File: src/rtl/prog_mem_loader.sv
// Instruction-memory responder for the 4-bit core.
// Holds a writable DEPTH x DATA_W program store that is filled in address order
// through a valid/ready byte stream. It also sequences the core's reset so the
// core never executes while a load is in progress.
module prog_mem_loader #(
    parameter int ADDR_W = 4,
    parameter int DATA_W = 8
) (
    input  logic              clk,
    input  logic              n_reset,
    input  logic [ADDR_W-1:0] addr,
    output logic [DATA_W-1:0] data,
    input  logic              load_start,
    input  logic              run_req,
    input  logic              wr_valid,
    input  logic [DATA_W-1:0] wr_data,
    output logic              wr_ready,
    output logic              cpu_n_reset,
    output logic              busy,
    output logic              load_done
);

    localparam int DEPTH = 2 ** ADDR_W;

    localparam logic [1:0] ST_HALT    = 2'd0;
    localparam logic [1:0] ST_LOAD    = 2'd1;
    localparam logic [1:0] ST_RELEASE = 2'd2;
    localparam logic [1:0] ST_RUN     = 2'd3;

    localparam logic [ADDR_W-1:0] PTR_LAST = ADDR_W'(DEPTH - 1);
    localparam logic [ADDR_W-1:0] PTR_ONE  = ADDR_W'(1);

    logic [DATA_W-1:0] mem_r [DEPTH];
    logic [1:0]        state_r;
    logic [1:0]        state_nxt_s;
    logic [ADDR_W-1:0] wr_ptr_r;
    logic              wr_ready_r;
    logic              busy_r;
    logic              cpu_n_reset_r;
    logic              load_done_r;
    logic              from_load_r;
    logic              handshake_s;
    logic              enter_load_s;

    // A byte is accepted only while loading; wr_ready_r is high exactly then.
    assign handshake_s  = wr_valid && wr_ready_r && (state_r == ST_LOAD);
    assign enter_load_s = (state_nxt_s == ST_LOAD) && (state_r != ST_LOAD);

    // Next-state decode; load_start takes priority over run_req in HALT.
    always_comb begin
        state_nxt_s = state_r;
        case (state_r)
            ST_HALT: begin
                if (load_start) begin
                    state_nxt_s = ST_LOAD;
                end else if (run_req) begin
                    state_nxt_s = ST_RELEASE;
                end else begin
                    state_nxt_s = ST_HALT;
                end
            end
            ST_LOAD: begin
                if (handshake_s && (wr_ptr_r == PTR_LAST)) begin
                    state_nxt_s = ST_RELEASE;
                end else begin
                    state_nxt_s = ST_LOAD;
                end
            end
            ST_RELEASE: begin
                state_nxt_s = ST_RUN;
            end
            ST_RUN: begin
                if (load_start) begin
                    state_nxt_s = ST_LOAD;
                end else begin
                    state_nxt_s = ST_RUN;
                end
            end
            default: begin
                state_nxt_s = ST_HALT;
            end
        endcase
    end

    // State register plus outputs registered from the next state.
    always_ff @(posedge clk or negedge n_reset) begin
        if (!n_reset) begin
            state_r       <= ST_HALT;
            wr_ready_r    <= 1'b0;
            busy_r        <= 1'b0;
            cpu_n_reset_r <= 1'b0;
            load_done_r   <= 1'b0;
            from_load_r   <= 1'b0;
        end else begin
            state_r       <= state_nxt_s;
            wr_ready_r    <= (state_nxt_s == ST_LOAD);
            busy_r        <= (state_nxt_s == ST_LOAD);
            cpu_n_reset_r <= (state_nxt_s == ST_RUN);
            // Remember how RELEASE was reached so only a completed load pulses.
            if (state_nxt_s == ST_RELEASE) begin
                from_load_r <= (state_r == ST_LOAD);
            end else begin
                from_load_r <= from_load_r;
            end
            load_done_r   <= (state_r == ST_RELEASE) && from_load_r;
        end
    end

    // Write pointer: cleared on entry to LOAD, advanced per accepted byte.
    always_ff @(posedge clk or negedge n_reset) begin
        if (!n_reset) begin
            wr_ptr_r <= '0;
        end else if (enter_load_s) begin
            wr_ptr_r <= '0;
        end else if (handshake_s) begin
            wr_ptr_r <= wr_ptr_r + PTR_ONE;
        end else begin
            wr_ptr_r <= wr_ptr_r;
        end
    end

    // Program store; reset clears it so an aborted load leaves no partial image.
    always_ff @(posedge clk or negedge n_reset) begin
        if (!n_reset) begin
            for (int i = 0; i < DEPTH; i++) begin
                mem_r[i] <= '0;
            end
        end else if (handshake_s) begin
            mem_r[wr_ptr_r] <= wr_data;
        end else begin
            mem_r[wr_ptr_r] <= mem_r[wr_ptr_r];
        end
    end

    // Zero-latency fetch: old word is returned until a colliding write's edge.
    assign data        = mem_r[addr];
    assign wr_ready    = wr_ready_r;
    assign busy        = busy_r;
    assign cpu_n_reset = cpu_n_reset_r;
    assign load_done   = load_done_r;

endmodule

File: config.mk
export PLATFORM = sky130hd
export DESIGN_NAME = prog_mem_loader
export DESIGN_NICKNAME = d
export VERILOG_FILES = /design/src/rtl/prog_mem_loader.sv
export SDC_FILE = /design/constraint.sdc
export NUM_CORES = 1
export LEC_CHECK = 0
export BUFFER_PORTS_ARGS = -buffer_cell sky130_fd_sc_hd__buf_2
export CAP_MARGIN = 15
export CORE_MARGIN = 1.5
export CORE_UTILIZATION = 50
export CTS_BUF_LIST = sky130_fd_sc_hd__clkbuf_16
export CTS_CLUSTER_SIZE = 8
export DETAILED_ROUTE_END_ITERATION = 6
export PLACE_DENSITY = 0.69
export SYNTH_ARGS = -nofsm -noshare
export SYNTH_HDL_FRONTEND = slang
export SYNTH_SLANG_ARGS = --single-unit
File: constraint.sdc
create_clock -name clk -period 2.08 [get_ports clk]
set_clock_uncertainty 0.15 [all_clocks]
set_input_delay 0.312 -clock clk [delete_from_list [all_inputs] [get_ports clk]]
set_output_delay 0.312 -clock clk [all_outputs]
set_load 0.005 [all_outputs]
# After elaboration in Yosys (flattened, before gate mapping)
# Cells that the tools add are included.
# word_totals
regBits	138
word_cells	62
# op_classes
n_addsub	1
order_cmp	3
eq_ne	8
muxes	18
n_bitwise	2
reduce_logical	8
# op_table
op	count
bitwise mux 128 bit	2
two-way mux 128 bit	1
binary-select mux 8 bit (select 4 bit)	2
two-way mux 8 bit	5
demux 8 bit (select 4 bit)	1
>= comparator 5 bit (second input constant)	2
inverter 4 -> 5 bit	2
equality test 2 bit (second input constant)	4
two-way mux 2 bit	4
two-way mux 4 bit	2
one-hot mux 2 bit (4 select lines)	1
logical AND 1 bit	6
< comparator 5 x 1 -> 1 bit (second input constant)	1
adder 4 x 1 -> 4 bit (second input constant)	1
equality test 2 x 1 -> 1 bit (second input constant)	2
equality test 4 bit (second input constant)	1
logical NOT 2 bit	1
inequality test 2 x 1 -> 1 bit (second input constant)	1
nonzero test 2 bit	1

# Logic depth before layout (Yosys ltp)
# logic_depth
ltp_word	8
ltp_mapped	10

# Worst setup path after synthesis
# Ideal clock, no wire load.
# synth_timing
path_kind	register to register
from	register wr_ptr_r[0]
to	register mem_r[13] (netlist bit)
setup_ns	0.082
arrival_time_ns	1.991
required_time_ns	1.848
path_slack_ns	-0.143
stages_incl_launch_ff	11
n_path_buf	5
path_cell_list	dfrtp_1 -> buf_6 -> buf_8 -> buf_4 -> inv_1 -> ha_1 -> and3_1 -> buf_1 -> clkbuf_1 -> nor2_1 -> a31oi_1
# synth_between
elab_chain_cells	7
word_cells_on_any_way	12
# synth_rtl
element	line_no	rtl
start, declared	36	logic [ADDR_W-1:0] wr_ptr_r;
start signal, assigned	116	wr_ptr_r <= wr_ptr_r + PTR_ONE;
start signal, assigned	118	wr_ptr_r <= wr_ptr_r;
inverter 4 -> 5 bit (not written as such) (*)	129, 131	
>= comparator 5 bit (not written as such) or < comparator 5 x 1 -> 1 bit (tied branches)	129, 131	
logical AND 1 bit (not written as such)	129, 131	
two-way mux 8 bit (not written as such)	129, 131	
demux 8 bit (select 4 bit)	129, 131	
bitwise mux 128 bit, on equally long branches	131, 129	
two-way mux 128 bit (*)	128	end else if (handshake_s) begin
end signal, assigned by index	129	mem_r[wr_ptr_r] <= wr_data;
end signal, assigned by index	131	mem_r[wr_ptr_r] <= mem_r[wr_ptr_r];
end, declared	33	logic [DATA_W-1:0] mem_r [DEPTH];
# Every way passes the cells marked *; elsewhere a longest branch is shown, timed or not. The select of a mux whose other input is x is not followed.
# A chain may end at the register's enable or synchronous reset.

# Final worst setup path
# layout_timing
from	register mem_r[3] (netlist bit)
to	output data[3]
# layout_between
elab_chain_cells	3
# layout_rtl
element	line_no	rtl
binary-select mux 8 bit (select 4 bit)	136	assign data = mem_r[addr];
two-way mux 8 bit (not written as such) (2 in a row)	136	
end, declared	12	output logic [DATA_W-1:0] data,
# Every way passes these cells. The select of a mux whose other input is x is not followed.

==> qor.yml <==
place:
  place_ws_ns: -0.2492
  dp.cells: 888
  dpl_cell_area_um2: 8118
  dpl.hpwl_mm: 14.15
  io_buffers: 28
  place.gp.congestion: 0.8775
sta:
  holdWs_ns: 0.008090
  drv_slew: 0
  finalHoldViolations: 0
  fmax_ghz: 0.4075
  worst_slew_pin_slew_ns: 0.5518
  final.setup.worst_slack_ns: -0.3743
  rsz0062_at_grt: "true"
  timing.final.crit_share_pct: 118.0
  relSlewSlack_pct: 63.05
  period_needed_ns: 2.454
  setup_violations: 136
  fin_tns_setup_ns: -13.77
synthesis:
  syn_nets: 693
  synth-edff-count: 0
  ys_ff_latch: 138
  synthCells: 672
  synthArstFlopShare_pct: 100.0
  synth_warnings: 0
  syn_area_um2: 7450
  synth_ff_type: "dfrtp_1"
  synth_cell_type_count: 41
  avgSynthCellArea_um2: 11.09
  ys_seq_area_share_pct: 46.36
critical_path:
  criticalPathCategory: "reg2out"
  path_cells: "mux4_2, mux4_2, buf_6"
  critical-path-max-stage-delay_ns: 0.54
  critical-path-slowest-cell: "mux4_2"
  cp.required_ns: 1.62
  cp-start-kind: "flip-flop"
  crit_fanout: 2
  endpoint_kind: "primary output"
  cp_common_cell: "mux4_2"
  cp_data_arrival_time_ns: 1.99
  r2r_slack_ns: -0.21
clock_tree:
  clk_pin_slew_ns: 0.06
  cts.sinks: 138
  clk_path_buf_depth: 2
  worstSkewPairLatency_ns: 0.43
  cts_root_buf: "clkbuf_16"
  cts_tree: "yes"
  cts_max_level: 4
  cts_made_buffers: 17
grt:
  grt_pass1_wl_mm: 34.53
  grt_overflow_total: 0
  grt_usage_pct: 29.03
  grt_max_degree: 55
  antenna_found_initial: 0
  grt_pass1_vias: 6381
floorplan:
  dieArea_um2: 15640
  core_area_um2: 14530
  top_level_ports: 29
  die_y_um: 125.1
  initial_core_util_pct: 51.26
  rows: 44
  die_w_um: 125.1
final_layout:
  layout.nets: 787
  diodes: 0
  stdcell_count: 963
  syn_to_final_growth_pct: 32.73
  utilization_pct: 68.04
  fin_area_um2: 9888
  drive_above_1_share_pct: 44.67
routing:
  vias: 6269
  drt_iter0_markers: 590
  ant_nets: 0
  routedWlPerCell_um: 23.63
  dr.pass1.iters: 7
  wl_mm: 22.76
  viasPerCell: 6.510
  drc_errors: 2
pwr:
  p_switching_mw: 7.190
  pwr-share-comb_pct: 53.3
  switching_share_pct: 40.89
  seqPwrFrac_pct: 28.8
  power.internal_mw: 10.40
  ir_drop_v: 0.0008977
  fin_total_pwr_mw: 17.59
  power_density_nw_per_um2: 1778
  p_leak_nw: 4.059
  power.share.clock_pct: 18.0
run_status:
  violations: "design-rule violations, negative setup slack"
  status: "finished with violations"
worst_hold_path:
  hold_path.class: "in2reg"
flow_run:
  drv_cap: 0
metal layers:
metal	GRT usage, %	share of wire (%)
met3	6.119	6.7
met1	36.28	38
met5	0	0
met4	15.31	3.9
met2	47.64	52
layout make-up:
type / instances / area (µm²)
Timing Repair Buffer: 134 / 1224
Sequential cell: 138 / 3457
Multi-Input combinational cell: 473 / 4363
Tap cell: 184 / 230.2
Fill cell: 1006 / 4646
Clock buffer: 17 / 425.4
Clock inverter: 15 / 181.4
Inverter: 2 / 7.507
cell usage in the layout, fill, tap and decap left out, drive strengths merged, types with 9 or more instances in the layout:
cell	Yosys	final
clkbuf	21	17
mux4	40	40
mux2	32	32
nand2	86	86
buf	38	132
a21oi	11	11
mux2i	32	32
dfrtp	138	138
a31oi	64	64
nand4	9	9
nor2	71	71
o21ai	64	64
power groups by stage:
stage | sequential (mW) | combinational [mW] | clock, mW
2_1_floorplan | 4.55 | 4.88 | 0
3_3_place_gp | 5.03 | 6.37 | 0
3_5_place_dp | 5.07 | 6.60 | 0
4_1_cts | 5.01 | 7.84 | 3.18
5_1_grt | 5.16 | 9.96 | 3.30
6_report | 5.06 | 9.37 | 3.16
cells by family after synthesis:
family / count (synthesis) / share of synthesized area, %
compound gates: 173 / 14.65
fa+ha+maj: 4 / 0.6718
buf+inv: 61 / 4.770
flops: 138 / 46.36
mux: 104 / 21.63
xor+xnor: 3 / 0.3528
simple gates: 189 / 11.57
cell usage after synthesis (3+ instances only):
| library cell | instances | share of area (%) |
|---|---|---|
| buf_4 | 3 | 0.30 |
| nor2_1 | 71 | 3.6 |
| mux2i_1 | 32 | 4.3 |
| o21ai_1 | 28 | 1.9 |
| a222oi_1 | 8 | 1.1 |
| a21oi_1 | 11 | 0.74 |
| buf_1 | 13 | 0.66 |
| mux2_4 | 8 | 1.6 |
| mux4_2 | 40 | 12 |
| dfrtp_1 | 138 | 46 |
| and2_1 | 7 | 0.59 |
| o2bb2ai_2 | 3 | 0.60 |
| mux2_2 | 22 | 3.3 |
| a31oi_1 | 64 | 5.4 |
| ha_1 | 4 | 0.67 |
| nor2b_1 | 4 | 0.34 |
| buf_2 | 10 | 0.67 |
| buf_6 | 10 | 1.5 |
| a22oi_1 | 8 | 0.81 |
| o21ai_0 | 36 | 2.4 |
| nand2_1 | 86 | 4.3 |
| a2bb2oi_1 | 8 | 0.94 |
| and3_1 | 4 | 0.34 |
| clkbuf_1 | 21 | 1.1 |
| nand4_2 | 8 | 1.3 |
| o2bb2ai_1 | 5 | 0.59 |
path summary, 6_finish.rpt:
path,cells past startpoint,start,endpoint
worst min register to register,2,from_load_r,load_done
worst max register to register,8,wr_ptr_r[0],mem_r[66]
max in group asynchronous,3,n_reset,wr_ptr_r[0]
min in group asynchronous,2,n_reset,mem_r[116]
worst min-delay path,2,load_start,cpu_n_reset
worst max-delay path,3,mem_r[3],data[3]
registers in the layout, summed over array words and instances, names as in the netlist:
register / count
mem_r: 128
from_load_r: 1
cpu_n_reset: 1
state_r: 2
load_done: 1
busy: 1
wr_ptr_r: 4
critical path: cells and delay by family, from the launching register on:
family                 cells  cell delay, ns
flip-flops                 1            0.40
buffers and inverters      1            0.14
multiplexers               2            1.02
timing repair:
| action | 4_1_cts | 5_1_grt |
|---|---|---|
| setup endpoints to repair | 121 | 137 |
| hold buffers | 2 | 0 |
| gates resized for setup | 94 | 97 |
| endpoints found under the hold margin | 54 | 0 |
| setup buffers | 26 | 14 |
| pin swaps | 39 | 42 |
| gates cloned | 4 | 0 |
No activity file was read; power rests on OpenSTA's default activity.
